===== config.mk =====
export PLATFORM = sky130hd
export DESIGN_NAME = tstate_seq
export DESIGN_NICKNAME = d
export VERILOG_FILES = /design/src/rtl/tstate_seq.sv
export SDC_FILE = /design/constraint.sdc
export NUM_CORES = 1
export LEC_CHECK = 0
export BUFFER_PORTS_ARGS = -buffer_cell sky130_fd_sc_hd__buf_4
export CELL_PAD_IN_SITES_DETAIL_PLACEMENT = 1
export CELL_PAD_IN_SITES_GLOBAL_PLACEMENT = 1
export CORE_ASPECT_RATIO = 1.1
export CORE_MARGIN = 1
export CORE_UTILIZATION = 43
export CTS_BUF_LIST = sky130_fd_sc_hd__clkbuf_4 sky130_fd_sc_hd__clkbuf_8
export CTS_CLUSTER_DIAMETER = 100
export DETAILED_ROUTE_END_ITERATION = 6
export HOLD_SLACK_MARGIN = 0.15
export PLACE_DENSITY_LB_ADDON = 0.1
export SYNTH_ARGS = -nofsm -noshare
export SYNTH_HDL_FRONTEND = slang
export SYNTH_SLANG_ARGS = --single-unit
export TNS_END_PERCENT = 100

===== constraint.sdc =====
create_clock -name clk -period 3.3 [get_ports clk]
set_input_delay 0.495 -clock clk [delete_from_list [all_inputs] [get_ports clk]]
set_output_delay 0.495 -clock clk [all_outputs]
set_load 0.05 [all_outputs]

===== src/rtl/tstate_seq.sv =====
// T-state / machine-cycle sequencer: steps T-states, counts machine cycles, inserts waits, arbitrates HOLD, handles HALT.
// Optional macro TSEQ_AUTOWAIT_EN adds the auto-wait counter (AUTO_WAIT forced waits after T2 of non-idle cycles).
module tstate_seq #(
  parameter int unsigned MCW       = 3,
  parameter int unsigned AWW       = 4,
  parameter int unsigned AUTO_WAIT = 0
) (
  input  logic           clk,
  input  logic           rst,
  input  logic           ready,
  input  logic           bimc,
  input  logic           hold,
  input  logic           dec_vld,
  input  logic [MCW-1:0] dec_mcnt,
  input  logic           dec_six,
  input  logic           dec_halt,
  input  logic           resume,
  output logic [3:0]     tstate,
  output logic [MCW-1:0] mcycle,
  output logic           fmc,
  output logic           lmc,
  output logic           ale,
  output logic           hlda
);

  typedef enum logic [3:0] {
    TR = 4'd0, T1 = 4'd1, T2 = 4'd2, T3 = 4'd3, T4 = 4'd4,
    T5 = 4'd5, T6 = 4'd6, TH = 4'd7, TW = 4'd8, TT = 4'd9
  } tstate_e;

  tstate_e        state_q, state_d;
  logic [MCW-1:0] mcycle_q, mcycle_d;
  logic [MCW-1:0] mcnt_q, mcnt_d;
  logic           six_q, six_d;
  logic           halt_q, halt_d;
  logic           ret_tt_q, ret_tt_d;
  logic           wz;
  logic           eoc, adv, new_m1;
  logic [MCW-1:0] mcnt_eff;

`ifdef TSEQ_AUTOWAIT_EN
  logic [AWW-1:0] wcnt_q, wcnt_d;

  assign wz = (wcnt_q == '0);

  always_comb begin
    wcnt_d = wcnt_q;
    if (state_q == T1)
      wcnt_d = bimc ? '0 : AWW'(AUTO_WAIT);
    else if ((state_q == T2 || state_q == TW) && !wz)
      wcnt_d = wcnt_q - 1'b1;
  end

  always_ff @(posedge clk) begin
    if (!rst) wcnt_q <= '0;
    else      wcnt_q <= wcnt_d;
  end
`else
  assign wz = 1'b1;
`endif

  always_ff @(posedge clk) begin
    if (!rst) begin
      state_q  <= TR;
      mcycle_q <= MCW'(1);
      mcnt_q   <= '0;
      six_q    <= 1'b0;
      halt_q   <= 1'b0;
      ret_tt_q <= 1'b0;
    end else begin
      state_q  <= state_d;
      mcycle_q <= mcycle_d;
      mcnt_q   <= mcnt_d;
      six_q    <= six_d;
      halt_q   <= halt_d;
      ret_tt_q <= ret_tt_d;
    end
  end

  // End-of-cycle resolution is shared by T3/T4/T6; TH exit reuses the same advance path.
  always_comb begin
    state_d  = state_q;
    mcycle_d = mcycle_q;
    mcnt_d   = mcnt_q;
    six_d    = six_q;
    halt_d   = halt_q;
    ret_tt_d = ret_tt_q;
    eoc      = 1'b0;
    adv      = 1'b0;
    new_m1   = 1'b0;
    case (state_q)
      TR: begin
        state_d  = T1;
        mcycle_d = MCW'(1);
        new_m1   = 1'b1;
      end
      T1: state_d = T2;
      T2, TW: begin
        if ((ready | bimc) && wz) state_d = T3;
        else                      state_d = TW;
      end
      T3: begin
        if (fmc) begin
          state_d = T4;
          if (dec_vld) begin
            mcnt_d = dec_mcnt;
            six_d  = dec_six;
            halt_d = dec_halt;
          end
        end else begin
          eoc = 1'b1;
        end
      end
      T4: begin
        if (six_q) state_d = T5;
        else       eoc     = 1'b1;
      end
      T5: state_d = T6;
      T6: eoc = 1'b1;
      TH: begin
        if (!hold) begin
          if (ret_tt_q) state_d = TT;
          else          adv     = 1'b1;
        end
      end
      TT: begin
        if (hold) begin
          state_d  = TH;
          ret_tt_d = 1'b1;
        end else if (resume) begin
          state_d  = T1;
          mcycle_d = MCW'(1);
          new_m1   = 1'b1;
        end
      end
      default: state_d = TR;
    endcase

    if (eoc) begin
      if (hold) begin
        state_d  = TH;
        ret_tt_d = lmc & halt_q;
      end else if (lmc && halt_q) begin
        state_d = TT;
      end else begin
        adv = 1'b1;
      end
    end

    if (adv) begin
      state_d = T1;
      if (lmc) begin
        mcycle_d = MCW'(1);
        new_m1   = 1'b1;
      end else begin
        mcycle_d = mcycle_q + MCW'(1);
      end
    end

    if (new_m1) begin
      mcnt_d = '0;
      six_d  = 1'b0;
      halt_d = 1'b0;
    end
  end

  // A latched count of zero means a single-cycle instruction.
  always_comb begin
    mcnt_eff = (mcnt_q == '0) ? MCW'(1) : mcnt_q;
    tstate   = state_q;
    mcycle   = mcycle_q;
    fmc      = (mcycle_q == MCW'(1));
    ale      = (state_q == T1);
    hlda     = (state_q == TH);
    lmc      = (mcycle_q == mcnt_eff) &&
               !(fmc && (state_q == TR || state_q == T1 || state_q == T2 ||
                         state_q == TW || state_q == T3));
  end

endmodule


==> impl_metrics.env <==
export IMPL_yosysWarningCount=0
export IMPL_drive_gt1_frac=0.237
export IMPL_clkSlewWorstSetupHoldPaths_ns=0.08
export IMPL_cts_root_buf="clkbuf_4"
export IMPL_slowest_delay_ns=0.47
export IMPL_period_needed_ns=2.46
export IMPL_finalSetupViolCount=0
export IMPL_floorplan_core_area_sq_mm=0.00208
export IMPL_grt_pass1_vias=1008
export IMPL_worst_pin_slew_ns=0.532
export IMPL_dr_pass1_iters=4
export IMPL_slew_headroom=0.645
export IMPL_rows=17
export IMPL_synthArstFlopShare=0
export IMPL_ys_top_cells_by_area="dfxtp_1 (27%), mux2i_1 (6.1%), nor2_1 (5.0%)"
export IMPL_ir_worst_vdd_mv=0.363
export IMPL_swShare=0.517
export IMPL_dieHeight_um=52.0
export IMPL_cts_hold_buf=0
export IMPL_cts_buffer_depth=2
export IMPL_post_cts_resized=0
export IMPL_yosys_most_used_dff="dfxtp_1"
export IMPL_p_clk_frac=0.119
export IMPL_synth_top_cell_area_share=0.266
export IMPL_yosys_area_top_type="dfxtp_1"
export IMPL_via_per_inst=5.87
export IMPL_status="complete, no violations"
export IMPL_via_count=981
export IMPL_finalMaxSlewViolations=0
export IMPL_route_detailed_drc=0
export IMPL_ys_ff_latch=13
export IMPL_grt_pass1_wl_um=4310
export IMPL_wl_per_cell_um=15.5
export IMPL_synth_edf_count=0
export IMPL_cp_arrival_ns=1.96
export IMPL_die_area_sq_mm=0.00247
export IMPL_crit_chain="ha_1, or3b_4, o21bai_4, o21ai_4, inv_1, buf_4"
export IMPL_ys_seq_area_frac=0.266
export IMPL_die_w_um=47.5
export IMPL_gp_congestion=0.888
export IMPL_area_growth_pct=20.2
export IMPL_io_buffers=22
export IMPL_finalHoldViolCount=0
export IMPL_min_path_type="input pin to flop"
export IMPL_dp_cells=163
export IMPL_cts_max_level=1
export IMPL_syn_inst=118
export IMPL_antenna_left=0
export IMPL_syn_area_per_cell_sq_um=8.29
export IMPL_cap_viol_max_count=0
export IMPL_n_antenna_cell=0
export IMPL_antenna_found_initial=0
export IMPL_pin_count=23
export IMPL_worstSkewPairLatency_ns=0.28
export IMPL_start_util=0.469
export IMPL_path_class="flop to primary output"
export IMPL_grt_usage=0.243
export IMPL_drt_total_wl_um=2590
export IMPL_syn_num_nets=132
export IMPL_fin_nets=154
export IMPL_seq_power_share=0.298
export IMPL_power_frac_comb=0.583
export IMPL_post_route_period_util=0.744
export IMPL_critPathCaptureType="primary output"
export IMPL_max_freq_mhz=407
export IMPL_cts_buffers=3
export IMPL_cpMaxStageDelayCell="dfxtp_1"
export IMPL_leakage_nw=0.481
export IMPL_final_cells=167
export IMPL_rsz0062_at_grt="no"
export IMPL_drt_initial_drc_count=6
export IMPL_dp_hpwl_um=2060
export IMPL_tns_ns=0
export IMPL_synth_cell_area_sq_um=978
export IMPL_p_per_area_mw_per_mm2=708
export IMPL_intPower_w=0.000402
export IMPL_worst_setup_path_start_kind="flop"
export IMPL_switchingPower_w=0.000431
export IMPL_cts_tree="built"
export IMPL_gr_total_overflow=0
export IMPL_yosysUniqueCellTypes=48
export IMPL_cts_setup_buffers=0
export IMPL_numClockSinks=13
export IMPL_grt_start_max_net_pins=18
export IMPL_crit_fanout=6
export IMPL_clock_skew_ns=0.00351
export IMPL_crit_required_ns=2.80
-- routing by layer --
metal,vias to the layer above,part of all wire,global-route usage
li1,474,-,-
met2,23,0.54,0.457
met5,-,0,0
met1,482,0.41,0.271
met4,0,0.0066,0.0714
met3,2,0.036,0.0278
-- cell usage after synthesis, types with 3 or more instances --
| cell type | n |
|---|---|
| a21oi_1 | 4 |
| a31oi_1 | 3 |
| buf_2 | 3 |
| dfxtp_1 | 13 |
| inv_1 | 7 |
| mux2i_1 | 6 |
| nand2_1 | 11 |
| nand2b_1 | 3 |
| nor2_1 | 13 |
| nor3_1 | 4 |
| nor4_1 | 4 |
| o21ai_0 | 4 |
-- cells in the final DEF (no fill, tap or decap), types with 3 or more instances in the layout --
master,netlist,routed
nor4_1,4,4
nor2_1,13,13
nand2b_1,3,3
buf_4,0,22
o21ai_0,4,4
inv_1,7,7
mux2i_1,6,6
dfxtp_1,13,13
a31oi_1,3,3
nor3_1,4,4
clkbuf_4,0,3
nand2_1,11,11
a21oi_1,4,4
-- final cells by class --
type	count	area (sq um)
Clock buffer	3	22.5
Tap cell	28	35.0
Multi-Input combinational cell	93	662
Timing Repair Buffer	22	165
Inverter	7	26.3
Sequential cell	13	260
Clock inverter	1	5.00
Fill cell	282	908
-- power groups by stage --
stage | clock network (W) | registers, W | logic (W)
finish | 0.0000993 | 0.000248 | 0.000486
global route | 0.000112 | 0.000257 | 0.000522
CTS | 0.000102 | 0.000248 | 0.000488
detailed placement | 0 | 0.000252 | 0.000486
global placement | 0 | 0.000250 | 0.000474
floorplan | 0 | 0.000270 | 0.000340
-- sequential cells by signal, indices dropped and copies added, names as in the netlist --
name / cells
halt_q: 1
mcycle: 3
mcnt_q: 3
six_q: 1
tstate: 4
ret_tt_q: 1
-- critical path: cells and delay by family (launching register included) --
family                   cells  cell delay, ns
AND/OR/NAND/NOR              1            0.41
buffers and inverters        2            0.30
adder cells (fa/ha/maj)      1            0.21
flip-flops                   1            0.47
AO/OA/AOI/OAI                2            0.30
-- metrics by stage --
stage          setup WS (ns)  power [W]  hold WS [ns]  instance area [sq um]   util
6_report               0.843   0.000833         0.449                   1180  0.564
5_1_grt                0.750   0.000891         0.469                   1180  0.564
4_1_cts                0.835   0.000839         0.452                   1180  0.564
3_5_place_dp            1.15   0.000737         0.493                   1150  0.551
3_3_place_gp            1.23   0.000724         0.479                   1150  0.551
2_1_floorplan          0.671   0.000610         0.452                    978      -
-- kinds of logic (layout without fill, tap and decap cells) --
group / count (synthesis) / count (layout) / synth area share
simple gates: 52 / 52 / 0.301
xor+xnor: 3 / 3 / 0.0269
mux: 6 / 6 / 0.0614
compound gates: 30 / 30 / 0.262
fa+ha+maj: 2 / 2 / 0.0256
flops: 13 / 13 / 0.266
buf+inv: 12 / 33 / 0.0575
-- final timing paths --
check	depth (start not counted)	endpoint	slack, ns	from
setup / recovery	6	lmc	0.84	mcycle[0]
hold / removal	3	six_q	0.45	dec_six
setup reg to reg	5	mcnt_q[0]	1.26	tstate[1]
hold reg to reg	2	six_q	0.51	six_q
Note: power is estimated with default switching activity, not from simulation.
